[src/rtl/axil_pkg.sv]
// axil_pkg: AXI-Lite response codes and fault-mode encoding shared by the fault slave.
package axil_pkg;
  localparam logic [1:0] RESP_OKAY   = 2'b00;
  localparam logic [1:0] RESP_EXOKAY = 2'b01;
  localparam logic [1:0] RESP_SLVERR = 2'b10;
  localparam logic [1:0] RESP_DECERR = 2'b11;

  typedef enum logic [1:0] {
    MODE_OKAY   = 2'b00,
    MODE_SLVERR = 2'b01,
    MODE_DECERR = 2'b10,
    MODE_HANG   = 2'b11
  } fault_mode_t;

  function automatic logic [1:0] mode_resp(input fault_mode_t m);
    return m == MODE_SLVERR ? RESP_SLVERR : m == MODE_DECERR ? RESP_DECERR : RESP_OKAY;
  endfunction
endpackage

[src/rtl/axil_fault_dly.sv]
// axil_fault_dly: loadable down-counter; o_done flags the last cycle of the loaded delay.
module axil_fault_dly #(
  parameter int G_W = 8
) (
  input  logic           i_clk,
  input  logic           i_rst,
  input  logic           i_load,
  input  logic [G_W-1:0] i_val,
  output logic           o_done
);
  logic [G_W-1:0] r_cnt;

  always_ff @(posedge i_clk) begin
    if (i_rst) r_cnt <= '0;
    else if (i_load) r_cnt <= i_val;
    else if (r_cnt != '0) r_cnt <= r_cnt - 1'b1;
  end

  // Loaded value D keeps the owner in its delay state for exactly D cycles.
  assign o_done = r_cnt <= G_W'(1);
endmodule

[src/rtl/axil_fault_slave.sv]
// axil_fault_slave: AXI-Lite register-file responder with programmable response code,
// response delay, or hang, independently for the write and read paths.
module axil_fault_slave
  import axil_pkg::*;
#(
  parameter int G_ADDR_W = 20,
  parameter int G_DATA_W = 32,
  parameter int G_REG_N  = 8,
  parameter int G_DLY_W  = 8
) (
  input  logic                  i_clk,
  input  logic                  i_rst,
  input  logic [1:0]            i_wr_mode,
  input  logic [1:0]            i_rd_mode,
  input  logic [G_DLY_W-1:0]    i_delay,
  input  logic                  i_release,
  output logic                  s_axil_awready,
  input  logic                  s_axil_awvalid,
  input  logic [G_ADDR_W-1:0]   s_axil_awaddr,
  input  logic [2:0]            s_axil_awprot,
  output logic                  s_axil_wready,
  input  logic                  s_axil_wvalid,
  input  logic [G_DATA_W-1:0]   s_axil_wdata,
  input  logic [G_DATA_W/8-1:0] s_axil_wstrb,
  input  logic                  s_axil_bready,
  output logic                  s_axil_bvalid,
  output logic [1:0]            s_axil_bresp,
  output logic                  s_axil_arready,
  input  logic                  s_axil_arvalid,
  input  logic [G_ADDR_W-1:0]   s_axil_araddr,
  input  logic [2:0]            s_axil_arprot,
  input  logic                  s_axil_rready,
  output logic                  s_axil_rvalid,
  output logic [G_DATA_W-1:0]   s_axil_rdata,
  output logic [1:0]            s_axil_rresp,
  output logic [15:0]           o_wr_cnt,
  output logic [15:0]           o_rd_cnt
);
  localparam int IDX_W  = $clog2(G_REG_N);
  localparam int STRB_W = G_DATA_W / 8;

  typedef logic [1:0] state_t;
  localparam state_t W_IDLE = 2'd0, W_DLY = 2'd1, W_RESP = 2'd2, W_HANG = 2'd3;
  localparam state_t R_IDLE = 2'd0, R_DLY = 2'd1, R_RESP = 2'd2, R_HANG = 2'd3;

  logic                r_live;
  state_t              r_wr_st, r_rd_st;
  logic                r_aw_held, r_w_held;
  logic [G_ADDR_W-1:0] r_awaddr;
  logic [G_DATA_W-1:0] r_wdata;
  logic [STRB_W-1:0]   r_wstrb;
  logic [1:0]          r_bresp, r_rresp;
  logic                r_whang, r_rhang;
  logic [G_DATA_W-1:0] r_rdata;
  logic [G_DATA_W-1:0] r_regs [G_REG_N];
  logic [15:0]         r_wr_cnt, r_rd_cnt;

  logic                w_aw_hs, w_w_hs, w_ar_hs, w_b_hs, w_r_hs;
  logic [G_ADDR_W-1:0] w_awaddr;
  logic [G_DATA_W-1:0] w_wdata;
  logic [STRB_W-1:0]   w_wstrb;
  logic                w_wdec, w_woor, w_whang, w_wok;
  logic                w_roor, w_rhang, w_rok;
  fault_mode_t         w_wmode, w_rmode;
  logic [IDX_W-1:0]    w_widx, w_ridx;
  logic                w_wdly_done, w_rdly_done;
  state_t              w_wr_nx, w_rd_nx;
  logic                w_unused;

  assign s_axil_awready = r_live && r_wr_st == W_IDLE && !r_aw_held;
  assign s_axil_wready  = r_live && r_wr_st == W_IDLE && !r_w_held;
  assign s_axil_arready = r_live && r_rd_st == R_IDLE;
  assign s_axil_bvalid  = r_wr_st == W_RESP;
  assign s_axil_rvalid  = r_rd_st == R_RESP;
  assign s_axil_bresp   = r_bresp;
  assign s_axil_rresp   = r_rresp;
  assign s_axil_rdata   = r_rdata;
  assign o_wr_cnt       = r_wr_cnt;
  assign o_rd_cnt       = r_rd_cnt;

  assign w_aw_hs = s_axil_awvalid && s_axil_awready;
  assign w_w_hs  = s_axil_wvalid && s_axil_wready;
  assign w_ar_hs = s_axil_arvalid && s_axil_arready;
  assign w_b_hs  = s_axil_bvalid && s_axil_bready;
  assign w_r_hs  = s_axil_rvalid && s_axil_rready;

  // Decide in the cycle of the final handshake, using live bus values for whichever half just arrived.
  assign w_awaddr = r_aw_held ? r_awaddr : s_axil_awaddr;
  assign w_wdata  = r_w_held ? r_wdata : s_axil_wdata;
  assign w_wstrb  = r_w_held ? r_wstrb : s_axil_wstrb;
  assign w_wdec   = r_wr_st == W_IDLE && (r_aw_held || w_aw_hs) && (r_w_held || w_w_hs);
  assign w_wmode  = fault_mode_t'(i_wr_mode);
  assign w_woor   = |w_awaddr[G_ADDR_W-1:IDX_W+2];
  assign w_whang  = !w_woor && w_wmode == MODE_HANG;
  assign w_wok    = !w_woor && w_wmode == MODE_OKAY;
  assign w_widx   = w_awaddr[IDX_W+1:2];

  assign w_rmode = fault_mode_t'(i_rd_mode);
  assign w_roor  = |s_axil_araddr[G_ADDR_W-1:IDX_W+2];
  assign w_rhang = !w_roor && w_rmode == MODE_HANG;
  assign w_rok   = !w_roor && w_rmode == MODE_OKAY;
  assign w_ridx  = s_axil_araddr[IDX_W+1:2];

  assign w_unused = ^{s_axil_awprot, s_axil_arprot, w_awaddr[1:0], s_axil_araddr[1:0]};

  assign w_wr_nx = r_wr_st == W_IDLE ? (w_wdec ? (|i_delay ? W_DLY : w_whang ? W_HANG : W_RESP) : W_IDLE)
                 : r_wr_st == W_DLY  ? (w_wdly_done ? (r_whang ? W_HANG : W_RESP) : W_DLY)
                 : r_wr_st == W_RESP ? (s_axil_bready ? W_IDLE : W_RESP)
                 : (i_release ? W_IDLE : W_HANG);

  assign w_rd_nx = r_rd_st == R_IDLE ? (w_ar_hs ? (|i_delay ? R_DLY : w_rhang ? R_HANG : R_RESP) : R_IDLE)
                 : r_rd_st == R_DLY  ? (w_rdly_done ? (r_rhang ? R_HANG : R_RESP) : R_DLY)
                 : r_rd_st == R_RESP ? (s_axil_rready ? R_IDLE : R_RESP)
                 : (i_release ? R_IDLE : R_HANG);

  axil_fault_dly #(.G_W(G_DLY_W)) u_wdly (
    .i_clk (i_clk),
    .i_rst (i_rst),
    .i_load(w_wdec),
    .i_val (i_delay),
    .o_done(w_wdly_done)
  );

  axil_fault_dly #(.G_W(G_DLY_W)) u_rdly (
    .i_clk (i_clk),
    .i_rst (i_rst),
    .i_load(w_ar_hs),
    .i_val (i_delay),
    .o_done(w_rdly_done)
  );

  always_ff @(posedge i_clk) begin
    if (i_rst) begin
      r_live    <= 1'b0;
      r_wr_st   <= W_IDLE;
      r_aw_held <= 1'b0;
      r_w_held  <= 1'b0;
      r_awaddr  <= '0;
      r_wdata   <= '0;
      r_wstrb   <= '0;
      r_bresp   <= RESP_OKAY;
      r_whang   <= 1'b0;
      r_wr_cnt  <= '0;
    end else begin
      r_live  <= 1'b1;
      r_wr_st <= w_wr_nx;
      if (w_aw_hs) begin
        r_aw_held <= 1'b1;
        r_awaddr  <= s_axil_awaddr;
      end
      if (w_w_hs) begin
        r_w_held <= 1'b1;
        r_wdata  <= s_axil_wdata;
        r_wstrb  <= s_axil_wstrb;
      end
      if (w_wdec) begin
        r_aw_held <= 1'b0;
        r_w_held  <= 1'b0;
        r_bresp   <= w_woor ? RESP_DECERR : mode_resp(w_wmode);
        r_whang   <= w_whang;
      end
      if (w_b_hs) r_wr_cnt <= r_wr_cnt + 16'd1;
    end
  end

  always_ff @(posedge i_clk) begin
    if (i_rst) begin
      r_rd_st  <= R_IDLE;
      r_rresp  <= RESP_OKAY;
      r_rdata  <= '0;
      r_rhang  <= 1'b0;
      r_rd_cnt <= '0;
    end else begin
      r_rd_st <= w_rd_nx;
      if (w_ar_hs) begin
        r_rresp <= w_roor ? RESP_DECERR : mode_resp(w_rmode);
        r_rdata <= w_rok ? r_regs[w_ridx] : '0;
        r_rhang <= w_rhang;
      end
      if (w_r_hs) r_rd_cnt <= r_rd_cnt + 16'd1;
    end
  end

  // A read captured in the same cycle as a write decision sees the pre-write value.
  always_ff @(posedge i_clk) begin
    if (i_rst) begin
      for (int k = 0; k < G_REG_N; k++) r_regs[k] <= '0;
    end else if (w_wdec && w_wok) begin
      for (int b = 0; b < STRB_W; b++)
        if (w_wstrb[b]) r_regs[w_widx][8*b +: 8] <= w_wdata[8*b +: 8];
    end
  end
endmodule

[config.mk]
export PLATFORM = sky130hd
export DESIGN_NAME = axil_fault_slave
export DESIGN_NICKNAME = d
export VERILOG_FILES = /design/src/rtl/axil_pkg.sv /design/src/rtl/axil_fault_dly.sv /design/src/rtl/axil_fault_slave.sv
export SDC_FILE = /design/constraint.sdc
export NUM_CORES = 1
export LEC_CHECK = 0
export CORE_MARGIN = 2
export CORE_UTILIZATION = 50
export CTS_CLUSTER_DIAMETER = 120
export DETAILED_ROUTE_END_ITERATION = 10
export PLACE_DENSITY = 0.71
export SLEW_MARGIN = 20
export SYNTH_ARGS = -nofsm -noshare
export SYNTH_HDL_FRONTEND = slang
export SYNTH_SLANG_ARGS = --single-unit
[constraint.sdc]
create_clock -name i_clk -period 2.3 [get_ports i_clk]
set_clock_uncertainty 0.05 [all_clocks]
set_input_delay 0.46 -clock i_clk [delete_from_list [all_inputs] [get_ports i_clk]]
set_output_delay 0.46 -clock i_clk [all_outputs]
set_load 0.02 [all_outputs]
# [Word-level counts from Yosys, hierarchy flattened]
# Memory sizes are Yosys's and may differ from the RTL's.
# Index checks and enable logic that the tools add are counted.
[op_classes] addsub=4 order_cmp=2 eq_ne=10 mux=55 reduce_logical=35
[ops] cell="$mux 32" count=3
[ops] cell="$mux 2" count=21
[ops] cell="$add 16x1->16 const B" count=2
[ops] cell="$mux 8" count=4
[ops] cell="$reduce_or 32->1" count=1
[ops] cell="$reduce_or 15->1" count=2
[ops] cell="$mux 1" count=23
[ops] cell="$mux 20" count=1
[ops] cell="$le 8x1->1 const B" count=2
[ops] cell="$logic_and 1x1->1" count=16
[ops] cell="$reduce_bool 8->1" count=2
[ops] cell="$sub 8x1->8 const B" count=2
[ops] cell="$eq 2x2->1 const B" count=6
[ops] cell="$eq 2x1->1 const B" count=4
[ops] cell="$logic_not 2->1" count=4
[ops] cell="$mux 4" count=2
[ops] cell="$reduce_or 8->1" count=1
[ops] cell="$logic_not 1->1" count=4
[ops] cell="$reduce_bool 2->1" count=2
[ops] cell="$mux 3" count=1
[ops] cell="$logic_or 1x1->1" count=2
[ops] cell="$reduce_or 2->1" count=1
[word_totals] regBits=149 ramBits=256 input_bits=102 output_inout_bits=73 word_cells=124 memories=1
[mem_list] name="r_regs" words=8 width=32 read_ports=1 rd_ports_with_merged_regs=0 wr=8 line="axil_fault_slave.sv:55" source="logic [G_DATA_W-1:0] r_regs [G_REG_N];"

# [Logic depth before layout (Yosys ltp)]
# Gate-level depths: netlist (run 1).
[depth] word_depth=13 ltp_mapped=7 mapped_depth_nobuf=6

# [Cells and area by module]
# Synthesis (run 1) repeated with hierarchy kept, for this count alone.
[unflattened] cells_unflattened=1534 hier_area_um2=17848.4
[modules_own_cells] module="axil_fault_slave" n_inst=1 cells_each=1418 area_each_um2=16892.5 seq_area_each_um2=10309.9
[modules_own_cells] module="axil_fault_dly" n_inst=2 cells_each=58 area_each_um2=478.0 seq_area_each_um2=160.2

# [Worst setup path before layout (run 1)]
# OpenSTA, ideal clock, no wires.
[synth_path] kind="input to register" startpoint="input port i_rst" endpoint="memory r_regs[0][24] (enable)" setup_time_ns=0.329 arrival_time_ns=1.790 required_ns=1.921 setup_slack_ns=0.131 stages=6 cell_sequence="buf_2 nand2b_1 buf_4 nor2_4 o2111ai_4 nand2_1"
[synth_lines] item="start, declared" line="axil_fault_slave.sv:12" source="input logic i_rst,"
[synth_lines] item="end, declared" line="axil_fault_slave.sv:55"

# [Worst setup path in the final report (run 1)]
[layout_path] startpoint="register r_wr_cnt[2], in the netlist o_wr_cnt[2]" endpoint="output port o_wr_cnt[2]"
[layout_lines] item="start, declared" line="axil_fault_slave.sv:56" source="logic [15:0] r_wr_cnt, r_rd_cnt;"
[layout_lines] item="start signal, assigned" line="axil_fault_slave.sv:162" source="if (w_b_hs) r_wr_cnt <= r_wr_cnt + 16'd1;"
[layout_lines] item="end, declared" line="axil_fault_slave.sv:36" source="output logic [15:0] o_wr_cnt,"
# No word-level cell between the ends.

==> results.json, run 1 <==
{
  "synth_top_area_share": 0.420,
  "initial_core_util": 0.503,
  "wl_um": 43500,
  "vias": 12800,
  "pre_cts_slack_ns": -0.330,
  "cts_post_setup_buffers_inserted": 0,
  "drt_iter0_drc": 897,
  "globalplace.congestion": 0.852,
  "grt_max_degree": 65,
  "setup_viol": 0,
  "layout_setup_ws_ns": 0.0994,
  "slew_violations": 0,
  "clk_latency_ns": 0.54,
  "tightestPinTransition_ns": 0.678,
  "rsz0062_at_grt": "false",
  "finalCriticalPeriod_ns": 2.20,
  "timing.max_slew.rel_slack": 0.548,
  "placementRows": 70,
  "synth-async-reset-ratio": 0,
  "finalPower_mw": 17.5,
  "cts_hold_buf": 0,
  "arrival_ns": 1.69,
  "ys_types": 68,
  "critPathLaunch": "o_wr_cnt[2]",
  "grt_overflow": 0,
  "ir_drop_uv": 475,
  "routedWlPerCell_um": 19.0,
  "area_delta_synth_final_pct": 28.1,
  "clkTransAtPathRegs_ns": 0.06,
  "finish.instance_area_um2": 23500,
  "required_ns": 1.79,
  "drc": 0,
  "synth-seq-area-share": 0.581,
  "yosysWarnings": 0,
  "path_delay_family": "buffers and inverters",
  "first_global_vias": 13000,
  "cp_slowest_cell": "clkdlybuf4s50_1",
  "grt_antenna_before_repair": 2,
  "cts_buffers": 42,
  "post_dp_cell_area_um2": 22100,
  "h-tree-depth": 2,
  "viasPerCell": 5.59,
  "grt_pass1_wl_um": 69600,
  "min_path_type": "in2reg",
  "power.density_nw_per_um2": 748,
  "first_pass_iters": 5,
  "synth_area_um2": 18300,
  "grt_usage": 0.231,
  "drive_above_1_share": 0.207,
  "hold_start": "i_rst",
  "die_area_um2": 38100,
  "maxCapViolCount": 0,
  "finalHoldViolations": 0,
  "synth_edf_count": 256,
  "start_kind": "flip-flop",
  "cp-end-kind": "output pin",
  "ant_nets": 0,
  "cpPeakStageDelay_ns": 0.67,
  "synth_ff_type": "edfxtp_1",
  "cts-root-buf": "clkbuf_16",
  "synth-seq-cells": 403,
  "cts_tree": "yes",
  "r2r_start": "r_aw_held",
  "fmax_mhz": 454,
  "fillerInstances": 2665,
  "crit_chain": "clkdlybuf4s50_1",
  "synth_top_area_cell": "edfxtp_1",
  "final_cell_mix": "300 x nor2_1, 256 x edfxtp_1, 186 x nand2_1",
  "timing.final.crit_share": 0.957,
  "p_leak_nw": 8.35,
  "clock_sinks": 403,
  "pin_count": 175,
  "clockBufferDepth": 3,
  "core_area_um2": 36300,
  "status": "finished clean",
  "syn_nets": 1598,
  "die_w_um": 195,
  "die_y_um": 195,
  "cp_num_buf_inv": 1,
  "syn_area_per_cell_um2": 12.3,
  "nets": 1896,
  "netlist_instances": 1484,
  "crit_fanout": 7,
  "portBuffers": 164,
  "final_common_cell": "nor2_1",
  "crit_type": "reg2out",
  "place_hpwl_um": 30900,
  "ys_top_cells_by_area": "edfxtp_1 42%, dfxtp_1 16%, mux4_2 7.9%, nor2_1 6.2%, mux2i_1 4.0%"
}
-- registers in the layout (all words and copies together) (netlist names), 4 cells and up --
name          flops
r_regs          256
r_wdata          32
s_axil_rdata     32
r_awaddr         18
o_rd_cnt         16
o_wr_cnt         16
u_rdly.r_cnt      8
u_wdly.r_cnt      8
r_wstrb           4
-- worst paths after layout --
path / cells after the start / slack [ns] / endpoint
setup / recovery: 1 / 0.1 / o_wr_cnt[2]
hold / removal: 3 / 0.40 / r_live
setup reg to reg: 6 / 0.19 / r_regs[4][23]
hold reg to reg: 2 / 0.40 / s_axil_rdata[23]
-- repair_timing --
item / in CTS / in global routing
endpoints found under the setup margin: 5 / 2
resized for setup: 11 / 4
endpoints found under the hold margin: 0 / 0
-- Yosys cell counts (all sizes together), types with 19 or more instances --
library cell,count
nand2,186
edfxtp,256
mux4,64
buf,41
a21oi,80
mux2i,75
o2111ai,28
clkbuf,37
o21ai,43
nand3,36
nor2,305
nor4,19
dfxtp,147
-- metal layers --
metal,GRT usage,routed length [um]
met4,0.0718,1140
met2,0.387,21000
met5,0,0
met3,0.0399,2650
met1,0.310,18700
-- through the flow --
step	setup TNS (ns)	instances	hold WS (ns)	util
6_report	0	2284	0.397	0.645
4_1_cts	0	2282	0.369	0.645
5_1_grt	0	2283	0.419	0.645
2_1_floorplan	0	1484	0.386	-
3_5_place_dp	-86.34	2206	0.392	0.609
3_3_place_gp	-94.33	2206	0.384	0.609
-- cell families (layout without fill, tap and decap cells) --
logic type	count (synthesis)	count (layout)	share of synthesized area
adder cells (fa/ha/maj)	12	12	0.00820
XOR/XNOR	23	23	0.0110
AO/OA/AOI/OAI	190	190	0.101
flip-flops	403	403	0.581
multiplexers	144	144	0.124
other	0	2	0
buffers and inverters	91	421	0.0248
AND/OR/NAND/NOR	621	621	0.151
-- area by class of cell --
type / instances / area [um2] / area share
inverter: 13 / 48.8 / 0.00208
timing repair buffer: 332 / 3620 / 0.155
clock buffer: 55 / 1160 / 0.0495
tap: 468 / 586 / 0.0250
clock inverter: 21 / 151 / 0.00646
multi-input combinational: 990 / 7240 / 0.309
sequential: 403 / 10600 / 0.454
antenna: 2 / 5.00 / 0.000213
-- report_power, final --
group          switching, mW  internal [mW]
Combinational           1.46           1.29
Sequential             0.256           8.02
Clock                   2.73           3.77
Total                   4.44           13.1
Power figures use the tool's default switching activity.
==> run 2, diff against run 1 <==
--- a/config.mk
+++ b/config.mk
@@ -5,11 +5,9 @@
 export SDC_FILE = /design/constraint.sdc
 export NUM_CORES = 1
 export LEC_CHECK = 0
-export CORE_MARGIN = 2
-export CORE_UTILIZATION = 50
+export CORE_UTILIZATION = 34
 export CTS_CLUSTER_DIAMETER = 120
 export DETAILED_ROUTE_END_ITERATION = 10
-export PLACE_DENSITY = 0.71
 export SLEW_MARGIN = 20
 export SYNTH_ARGS = -nofsm -noshare
 export SYNTH_HDL_FRONTEND = slang
==> results.json, run 2 (same netlist as run 1, synthesis figures left out) <==
{
  "layout_setup_ws_ns": 0.0570,
  "rsz0062_at_grt": "false",
  "finalPower_mw": 17.8,
  "grt_overflow": 0,
  "dp_cells": 2436,
  "cts_hold_buf": 0,
  "grt_antenna_before_repair": 3,
  "pin_count": 175,
  "regMostFlops": "r_regs",
  "required_ns": 1.79,
  "fmax_mhz": 446,
  "ir_drop_uv": 536,
  "finish.instance_area_um2": 23900,
  "final_cell_mix": "300 x nor2_1, 256 x edfxtp_1, 186 x nand2_1",
  "ant_nets": 0,
  "area_delta_synth_final_pct": 30.6,
  "cts_post_setup_buffers_inserted": 0,
  "nets": 1909,
  "arrival_ns": 1.73,
  "die_area_um2": 54800,
  "first_global_vias": 12900,
  "finalHoldViolations": 0,
  "grt_usage": 0.174,
  "cts-root-buf": "clkbuf_16",
  "timing.max_slew.rel_slack": 0.418,
  "stdcell_count": 2520,
  "core_area_um2": 52900,
  "fillerInstances": 4813,
  "drive_above_1_share": 0.212,
  "vias": 12700,
  "drc": 8,
  "clockBufferDepth": 3,
  "die_y_um": 234,
  "cts_resized": 19,
  "drt_iter0_drc": 881,
  "cp-end-kind": "output pin",
  "crit_fanout": 9,
  "h-tree-depth": 2,
  "globalplace.congestion": 0.780,
  "power.density_nw_per_um2": 746,
  "cpMostUsedCell": "buf_4",
  "die_w_um": 234,
  "pre_cts_slack_ns": -0.353,
  "final_common_cell": "nor2_1",
  "start_kind": "flip-flop",
  "portBuffers": 164,
  "p_leak_nw": 8.46,
  "tightestPinTransition_ns": 0.874,
  "routedWlPerCell_um": 18.4,
  "timing.final.crit_share": 0.975,
  "post_dp_cell_area_um2": 22500,
  "viasPerCell": 5.03,
  "cpPeakStageDelay_ns": 0.39,
  "first_pass_iters": 8,
  "initial_core_util": 0.346,
  "largest_register_ff_count": 256,
  "maxCapViolCount": 0,
  "crit_chain": "buf_4 -> nor4b_4 -> buf_4 -> buf_2",
  "cts_tree": "yes",
  "clkTransAtPathRegs_ns": 0.06,
  "grt_pass1_wl_um": 73000,
  "finalCriticalPeriod_ns": 2.24,
  "cts_buffers": 45,
  "wl_um": 46400,
  "min_path_type": "in2reg",
  "grt_max_degree": 69,
  "setup_tns_ns": 0,
  "crit_type": "reg2out",
  "slew_violations": 0,
  "violations": "DRC",
  "place_hpwl_um": 33300,
  "status": "finished with violations",
  "placementRows": 84,
  "clock_sinks": 403,
  "clk_latency_ns": 0.57,
  "cp_slowest_cell": "dfxtp_4",
  "setup_viol": 0
}
[run 2: cell types whose count changed in the layout (fill, tap and decap cells not counted), moves of 2 or more]
cell | before | now
clkbuf_16 | 43 | 45
clkbuf_8 | 4 | 1
clkinv_1 | 9 | 12
dfxtp_1 | 144 | 142
buf_12 | 60 | 62
clkbuf_1 | 8 | 14
buf_4 | 110 | 118
[run 2: metrics by stage]
step	utilization	hold WS, ns
final	0.452	0.318
after global routing	0.452	0.327
after CTS	0.452	0.292
after detailed placement	0.426	0.396
after global placement	0.426	0.391
after floorplan	-	0.386
[run 2: final cells by class]
| cell class | instances | area, um2 | area share |
|---|---|---|---|
| flip-flops and latches | 403 | 10600 | 0.445 |
| well taps | 688 | 861 | 0.0360 |
| clock inverters | 23 | 159 | 0.00665 |
| inverters | 13 | 48.8 | 0.00204 |
| repair buffers | 342 | 3730 | 0.156 |
| multi-input cells | 990 | 7260 | 0.304 |
| clock buffers | 60 | 1190 | 0.0499 |
| diodes | 1 | 2.50 | 0.000105 |
[run 2: final timing paths]
path	start	to	slack, ns	depth (start not counted)
max	r_aw_held	s_axil_awready	0.06	4
min	i_rst	s_axil_rresp[0]	0.32	3
max reg2reg	r_aw_held	r_awaddr[13]	0.18	7
min reg2reg	s_axil_rdata[14]	s_axil_rdata[14]	0.40	2
[run 2: routing by layer]
layer	GRT usage	wire length, um	vias to the layer above	part of all wire
met5	0	24	-	0.00052
met4	0.0438	1040	4	0.022
met3	0.0395	2910	77	0.063
met2	0.292	22300	338	0.48
met1	0.225	20100	6183	0.43
li1	-	-	6077	-
[run 2: report_power, final]
| part | switching [mW] | internal (mW) |
|---|---|---|
| Combinational | 1.51 | 1.32 |
| Sequential | 0.275 | 8.03 |
| Clock | 2.85 | 3.86 |
| Total | 4.63 | 13.2 |
[run 2: critical path, delay by kind of cell, from the launching register on]
family | cells | cell delay [ns]
buf+inv | 3 | 0.50
simple gates | 1 | 0.29
flops | 1 | 0.39
==> run 3, diff against run 2 <==
==> constraint.sdc (replaced) <==
create_clock -name i_clk -period 2.3 [get_ports i_clk]
set_clock_uncertainty 0.05 [all_clocks]
set_input_delay 0.23 -clock i_clk [delete_from_list [all_inputs] [get_ports i_clk]]
set_output_delay 0.23 -clock i_clk [all_outputs]
set_load 0.02 [all_outputs]
==> results.json, run 3 (same netlist as run 1, synthesis figures left out) <==
{
  "vias": 12600,
  "crit_type": "reg2out",
  "setup_tns_ns": 0,
  "nets": 1894,
  "cts-root-buf": "clkbuf_16",
  "fillerInstances": 4747,
  "clkTransAtPathRegs_ns": 0.06,
  "first_pass_iters": 10,
  "portBuffers": 164,
  "initial_core_util": 0.346,
  "timing.max_slew.rel_slack": 0.568,
  "cts_tree": "yes",
  "wl_met3_um": 2970,
  "ant_nets": 0,
  "status": "finished with violations",
  "viasPerCell": 5.04,
  "core_area_um2": 52900,
  "cpPeakStageDelay_ns": 0.64,
  "drc": 14,
  "multi_input_area_um2": 7260,
  "highest_layer": "met4",
  "grt_overflow": 0,
  "area_delta_synth_final_pct": 30.7,
  "wl_met1_um": 20000,
  "setup_viol": 0,
  "cp-end-kind": "output pin",
  "stdcell_count": 2506,
  "internal_power_mw": 13.8,
  "final_cell_mix": "300 x nor2_1, 256 x edfxtp_1, 186 x nand2_1",
  "globalplace.congestion": 0.823,
  "clk_latency_ns": 0.57,
  "clockBufferDepth": 3,
  "drt_iter0_drc": 851,
  "drive_above_1_share": 0.211,
  "cts_buffers": 45,
  "crit_chain": "nor2b_1 -> clkdlybuf4s50_1",
  "die_area_um2": 54800,
  "crit_fanout": 12,
  "clock_sinks": 403,
  "regMostFlops": "r_regs",
  "fin_util": 0.452,
  "required_ns": 2.02,
  "ir_drop_uv": 502,
  "clkPwrFrac": 0.401,
  "p_leak_nw": 8.43,
  "grt_pass1_wl_um": 71200,
  "netSwitchingPower_mw": 4.70,
  "place_hpwl_um": 33100,
  "die_y_um": 234,
  "seq_power_share": 0.449,
  "largest_register_ff_count": 256,
  "rsz0062_at_grt": "false",
  "wl_um": 45800,
  "pin_count": 175,
  "maxCapViolCount": 0,
  "tightestPinTransition_ns": 0.635,
  "violations": "DRC",
  "h-tree-depth": 2,
  "combPwrFrac": 0.151,
  "placementRows": 84,
  "finalCriticalPeriod_ns": 2.22,
  "arrival_ns": 1.94,
  "power.density_nw_per_um2": 773,
  "grt_antenna_before_repair": 1,
  "grt_max_degree": 65,
  "dp_cells": 2420,
  "finalHoldViolations": 0,
  "wl_met2_um": 21900,
  "grt_usage": 0.170,
  "first_global_vias": 12500,
  "routedWlPerCell_um": 18.3,
  "fmax_mhz": 451,
  "start_kind": "flip-flop",
  "cp_slowest_cell": "clkdlybuf4s50_1",
  "switching_share": 0.254,
  "die_w_um": 234,
  "timing.final.crit_share": 0.965,
  "final_common_cell": "nor2_1",
  "finalPower_mw": 18.5,
  "slew_violations": 0,
  "ff_latch_area_um2": 10600,
  "min_path_type": "in2reg"
}
## run 3: cell count changes in the layout (fill, tap and decap cells not counted), moves of 3 or more
| cell | before | now |
|---|---|---|
| buf_12 | 62 | 58 |
| buf_4 | 118 | 106 |
| clkinv_1 | 12 | 3 |
| clkbuf_8 | 1 | 5 |
| clkdlybuf4s50_1 | 154 | 158 |
| bufinv_16 | 2 | 5 |
| clkbuf_1 | 14 | 9 |
## run 3: worst paths after layout
path                     from                to  slack (ns)  cells past startpoint
max                r_wr_st[1]     s_axil_bvalid        0.08                      2
min          s_axil_araddr[4]  s_axil_rdata[21]        0.14                      3
max reg2reg         r_aw_held     r_regs[5][17]        0.11                      7
min reg2reg  s_axil_rdata[27]  s_axil_rdata[27]        0.40                      2
## run 3: power by group through the flow
stage	Combinational [mW]	Sequential, mW	Clock [mW]
3_3_place_gp	2.74	8.41	0
2_1_floorplan	1.68	8.34	0
6_report	2.79	8.30	7.42
5_1_grt	3.04	8.33	7.86
3_5_place_dp	2.80	8.44	0
4_1_cts	2.81	8.29	7.60
## run 3: area by class of cell
cell class,instances,share of cell area
Antenna cell,1,0.000105
Clock buffer,63,0.0539
Clock inverter,21,0.0104
Inverter,13,0.00204
Multi-Input combinational cell,990,0.303
Sequential cell,403,0.445
Tap cell,688,0.0360
Timing Repair Buffer,327,0.150
## run 3: repair_timing
item / in CTS / in global routing
endpoints found under the setup margin: 5 / 2
hold endpoints to repair: 4 / 0
hold buffers: 1 / 0
setup buffers: 0 / 0
gates resized for setup: 7 / 2
## run 3: critical path, delay by kind of cell, from the launching register on
family                 cells  cell delay (ns)
DFF                        1             0.51
and+or+nand+nor            1             0.21
buffers and inverters      1             0.64
## run 3: through the flow
| stage | cell area, um2 | setup slack (ns) | hold WS, ns |
|---|---|---|---|
| after global routing | 23900 | 0.00627 | 0.180 |
| final | 23900 | 0.0805 | 0.143 |
| after global placement | 22400 | -0.0759 | 0.390 |
| after CTS | 23900 | 0.0235 | 0.126 |
| after floorplan | 18300 | 0.212 | 0.310 |
| after detailed placement | 22400 | -0.103 | 0.392 |
## run 3: layer usage
metal,track usage,vias up
li1,-,6029
met5,0,-
met2,0.281,358
met1,0.224,6184
met3,0.0368,67
met4,0.0469,0
==> RTL change 1 (flow settings as in run 3) <==
Register the output `o_rd_cnt` once more, with the module's reset; this adds one clock of latency there. The other outputs are not delayed to match.
--- a/src/rtl/axil_fault_slave.sv
+++ b/src/rtl/axil_fault_slave.sv
@@ -78,3 +78,9 @@
   assign o_wr_cnt       = r_wr_cnt;
-  assign o_rd_cnt       = r_rd_cnt;
+  always_ff @(posedge i_clk) begin
+    if (i_rst) begin
+      o_rd_cnt <= '0;
+    end else begin
+      o_rd_cnt <= r_rd_cnt;
+    end
+  end
 
Formal check against the unedited RTL: not equivalent (a bounded check fails within 4 cycles, from zero or initial values and one cycle with i_rst high).
==> RTL change 1 against run 3 <==
  * Power rose by 0.41%
  * First-iteration DRC count rose by 20%
  * Routed wire length rose by 4.5%
  * Sequential cell count rose by 16
  * Synthesized area rose by 0.59%
  * Utilization barely moved
  * Design area rose by 0.47%
  * Worst setup slack improved by 0.029 ns
  * Highest routed layer is now met5
==> RTL change 1: results (changes against run 3) <==
- Result of the run: finished, final reports clean (was finished with violations)
- Worst-path fanout max: 10 (was 12)
- Seq/Total Area, Yosys: 0.595 (was 0.581)
- Primary flip-flop cell chosen by synthesis mapping: sky130_fd_sc_hd__edfxtp_1 (unchanged)
- Bufs on Longest Clock Path: 3 (unchanged)
- Net Count, Synth: 1620 (was 1598)
- Final weighted congestion in routability-driven placement: 0.844 (was 0.823)
- Overall track demand over capacity in global routing: 0.174 (was 0.170)
- Vias per cell: 5.08 (was 5.04)
- Reg2Reg Capture Point: r_regs[6][29] (was r_regs[5][17])
- Data arrival time of the critical path: 1.91 ns (was 1.94 ns)
- Dpl hpwl: 33700 µm (was 33100 µm)
- Worst setup path startpoint: r_wr_st[1] (unchanged)
- Worst setup path endpoint: s_axil_bvalid (unchanged)
- Unique cell type count in the Yosys netlist: 64 (was 68)
- Wire length of the first global-routing pass: 74900 µm (was 71200 µm)
- Proportion of layout cells with a drive suffix above 1: 0.201 (was 0.211)
- Average footprint of a synthesized cell: 12.2 µm² (was 12.3 µm²)
- Post-route non-filler standard cell count: 2539 (was 2506)
- Static Leak: 8.48 nW (was 8.43 nW)
- Crit path time final: 2.19 ns (was 2.22 ns)
- Most frequent cells after synthesis: 326 x sky130_fd_sc_hd__nor2_1, 256 x sky130_fd_sc_hd__edfxtp_1, 174 x sky130_fd_sc_hd__nand2_1 (was 301 x sky130_fd_sc_hd__nor2_1, 256 x sky130_fd_sc_hd__edfxtp_1, 186 x sky130_fd_sc_hd__nand2_1)
- Insertion delay to the later sink of the worst-skew pair: 0.56 ns
- Count of nets after finishing: 1927 (was 1894)
- Slew at the pin with the worst max-slew slack: 0.721 ns (was 0.635 ns)
- Proportion of register bits with asynchronous set or reset after synthesis: 0 (unchanged)
- HP Class: in -> reg (unchanged)
- Number of enable flip-flop cells after synthesis: 256 (unchanged)
- Number of DRC violations after detailed-routing iteration 0: 1021 (was 851)
- Final wirelength: 47800 µm (was 45800 µm)
- Launch instance of the worst register-to-register path: r_aw_held (unchanged)
- Detailed-router iteration count before antenna repair: 5 (was 10)
- Yosys warns: 0 (unchanged)
- Port bufs: 164 (unchanged)
- R2R depth: 6 (was 7)
- Synth area leaders: sky130_fd_sc_hd__edfxtp_1 42%, sky130_fd_sc_hd__dfxtp_1 18%, sky130_fd_sc_hd__mux4_2 7.8% (was sky130_fd_sc_hd__edfxtp_1 42%, sky130_fd_sc_hd__dfxtp_1 16%, sky130_fd_sc_hd__mux4_2 7.9%)
- Worst vdd ir: 0.447 mV (was 0.502 mV)
- Clk root buf: sky130_fd_sc_hd__clkbuf_16 (unchanged)
- Minimum setup slack after placement: -0.202 ns (was -0.103 ns)
- Maximum number of pins on one net before global-route repair: 121 (was 65)
- Number of buffers added by the clock tree synthesis step: 46 (was 45)
- Number of antenna violations at the first check in global routing: 6 (was 1)
RTL change 1: layout make-up:
| cell class | count | area (µm²) |
|---|---|---|
| Fill cell | 4825 | 29000 |
| Antenna cell | 1 | 2.50 |
| Timing Repair Buffer | 336 | 3560 |
| Inverter | 16 | 60.1 |
| Clock inverter | 24 | 198 |
| Sequential cell | 419 | 11000 |
| Multi-Input combinational cell | 994 | 7090 |
| Clock buffer | 61 | 1300 |
| Tap cell | 688 | 861 |
RTL change 1: per-layer routing:
metal | part of all wire | track usage | vias up
met3 | 0.068 | 0.0395 | 86
met4 | 0.027 | 0.0586 | 10
met2 | 0.46 | 0.281 | 372
li1 | - | - | 6123
met5 | 0.0013 | 0 | -
met1 | 0.44 | 0.229 | 6298
RTL change 1: tightest hold or removal path: cells and delay by family:
kind | cells | cell delay [ns]
AOI/OAI and AO/OA | 1 | 0.08
buffers and inverters | 1 | 0.20
muxes | 1 | 0.17
RTL change 1: power breakdown:
part | switching, mW | internal (mW) | total [mW]
logic | 1.46 | 1.22 | 2.69
registers | 0.262 | 8.30 | 8.56
clock network | 3.02 | 4.31 | 7.33
RTL change 1: cells by family (layout without fill, tap and decap cells):
group | count (synthesis) | in the layout | share of synthesized area
muxes | 158 | 158 | 0.130
DFF | 419 | 419 | 0.595
and+or+nand+nor | 630 | 630 | 0.148
adders and majority gates | 12 | 12 | 0.00816
xor gates and xnor gates | 26 | 26 | 0.0124
buffers and inverters | 93 | 437 | 0.0224
other | 0 | 1 | 0
AOI/OAI and AO/OA | 168 | 168 | 0.0841
RTL change 1: per-stage QoR:
step	cell area [µm²]	power [mW]
after detailed placement	22500	11.4
final	24000	18.6
after CTS	24000	18.8
after global routing	24000	19.3
after floorplan	18400	10.2
after global placement	22500	11.3
RTL change 1: worst min path at each step:
stage | startpoint | end | slack [ns] | cells after the start
after CTS | s_axil_araddr[4] | s_axil_rdata[9] | 0.09 | 3
final | s_axil_araddr[4] | s_axil_rdata[9] | 0.12 | 3
after floorplan | i_rst | o_rd_cnt[15] | 0.26 | 1
after global placement | r_wdata[4] | r_wdata[4] | 0.39 | 2
after global routing | s_axil_araddr[4] | s_axil_rdata[9] | 0.14 | 3
after detailed placement | s_axil_rdata[11] | s_axil_rdata[11] | 0.40 | 2
RTL change 1: what timing repair did:
action,in CTS,in global routing
gates resized for setup,5,7
hold endpoints to repair,0,0
endpoints found under the setup margin,4,36
hold buffers,0,0
==> RTL change 2 (config.mk and constraints of run 3) <==
Made on the original files. Change the parameter `G_REG_N` from 8 to 4.
--- a/src/rtl/axil_fault_slave.sv
+++ b/src/rtl/axil_fault_slave.sv
@@ -7,3 +7,3 @@
   parameter int G_DATA_W = 32,
-  parameter int G_REG_N  = 8,
+  parameter int G_REG_N  = 4,
   parameter int G_DLY_W  = 8
Function: changed (a bounded check fails within 4 cycles, from zero or initial values and one cycle with i_rst high).
==> RTL change 2 against run 3 <==
  * Combinational power decreased by 32%
  * Synthesized area decreased by 34%
  * Sequential cell count decreased by 128
  * Routed wire length decreased by 33%
  * Largest cell class unchanged
  * Clock power decreased by 38%
  * Power decreased by 35%
  * Design area decreased by 34%
  * Highest routed layer is now met5
  * Worst setup slack improved by 0.035 ns
==> RTL change 2: results (changes against run 3) <==
- Post-detailed-placement cell area: 14700 µm² (was 22400 µm²)
- Via count of the first global-routing pass: 8911 (was 12500)
- Compound-Gate Fraction of Synth Area: 0.0850 (was 0.101)
- Number of enable flip-flop cells after synthesis: 128 (was 256)
- Result of the run: finished, final reports clean (was finished with violations)
- Final-layout fill cell count: 3298 (was 4747)
- Primary flip-flop cell chosen by synthesis mapping: sky130_fd_sc_hd__dfxtp_1 (was sky130_fd_sc_hd__edfxtp_1)
- Proportion of layout cells with a drive suffix above 1: 0.141 (was 0.211)
- Flip-flop count of the largest register, all copies and words added: 128 (was 256)
- Minimum setup slack after placement: -0.457 ns (was -0.103 ns)
- Final weighted congestion in routability-driven placement: 0.822 (was 0.823)
- ANT cells: 0 (was 1)
- Vias per cell: 4.98 (was 5.04)
- Most frequent cells after synthesis: 188 x sky130_fd_sc_hd__nor2_1, 147 x sky130_fd_sc_hd__dfxtp_1, 137 x sky130_fd_sc_hd__nand2_1 (was 301 x sky130_fd_sc_hd__nor2_1, 256 x sky130_fd_sc_hd__edfxtp_1, 186 x sky130_fd_sc_hd__nand2_1)
- Static Leak: 5.55 nW (was 8.43 nW)
- Critical path's largest stage delay: 0.66 ns (was 0.64 ns)
- Vias post-DR: 8998 (was 12600)
- Depth of the CTS H-tree: 1 (was 2)
- Maximum number of pins on one net before global-route repair: 117 (was 65)
- Overall track demand over capacity in global routing: 0.169 (was 0.170)
- Clk root buf: sky130_fd_sc_hd__clkbuf_16 (unchanged)
- Detailed-router iteration count before antenna repair: 5 (was 10)
- Number of cells after detailed placement: 1750 (was 2420)
- Worst-path fanout max: 3 (was 12)
- Net Count, Synth: 1229 (was 1598)
- Number of buffers added by the clock tree synthesis step: 30 (was 45)
- Seq/Total Area, Yosys: 0.561 (was 0.581)
- Slew at the pin with the worst max-slew slack: 0.574 ns (was 0.635 ns)
- Unique cell type count in the Yosys netlist: 62 (was 68)
- Multiplexer fraction of the synthesized cell area: 0.101 (was 0.124)
- Adder and majority gate portion of the synthesized area: 0.0124 (was 0.00820)
- Worst vdd ir: 0.747 mV (was 0.502 mV)
- Post-synthesis xor/xnor area fraction: 0.0239 (was 0.0110)
- Synth area leaders: sky130_fd_sc_hd__edfxtp_1 32%, sky130_fd_sc_hd__dfxtp_1 24%, sky130_fd_sc_hd__mux4_2 6.0% (was sky130_fd_sc_hd__edfxtp_1 42%, sky130_fd_sc_hd__dfxtp_1 16%, sky130_fd_sc_hd__mux4_2 7.9%)
- Count of nets after finishing: 1442 (was 1894)
- Wire length of the first global-routing pass: 48700 µm (was 71200 µm)
- Data arrival time of the critical path: 1.90 ns (was 1.94 ns)
- Routed length per instance: 16.9 µm (was 18.3 µm)
## RTL change 2: what timing repair did
item                       CTS  global route
setup buffers                1             0
setup endpoints to repair  131            99
hold endpoints to repair     0             0
gates resized for setup      8             9
pin swaps                    1             3
## RTL change 2: path summary, 6_finish.rpt
kind / from / to / slack [ns] / cells past startpoint
worst min-delay path: i_rst / r_live / 0.09 / 3
worst max-delay path: r_live / s_axil_arready / 0.12 / 3
worst min register to register: r_wdata[27] / r_wdata[27] / 0.40 / 2
worst max register to register: r_awaddr[5] / r_regs[3][22] / 0.14 / 8
## RTL change 2: layer usage
layer | vias to the layer above | track usage | wire length, µm
li1 | 4411 | - | -
met1 | 4299 | 0.231 | 14100
met2 | 246 | 0.280 | 14300
met3 | 40 | 0.0300 | 1610
met4 | 2 | 0.0382 | 600
met5 | - | 0 | 12
## RTL change 2: layout make-up
| cell class | instances | area [µm²] | share of cell area |
|---|---|---|---|
| flip-flops and latches | 275 | 6790 | 0.433 |
| multi-input cells | 757 | 4960 | 0.316 |
| inverters | 16 | 60.1 | 0.00383 |
| clock inverters | 11 | 104 | 0.00662 |
| repair buffers | 248 | 2360 | 0.151 |
| well taps | 455 | 569 | 0.0363 |
| clock buffers | 44 | 845 | 0.0538 |
## RTL change 2: tightest hold or removal path, delay by kind of cell
family	cells	cell delay [ns]
buffers and inverters	3	0.38
## RTL change 2: report_power, final
part / leakage, nW / total [mW] / internal (mW) / switching (mW)
registers: 2.52 / 5.57 / 5.37 / 0.199
clock network: 0.461 / 4.62 / 2.66 / 1.96
logic: 2.57 / 1.89 / 0.872 / 1.02
## RTL change 2: cell families after synthesis
kind of cell	Yosys count
adders and majority gates	12
and+or+nand+nor	472
buffers and inverters	83
AOI/OAI and AO/OA	159
DFF	275
muxes	81
xor gates and xnor gates	33
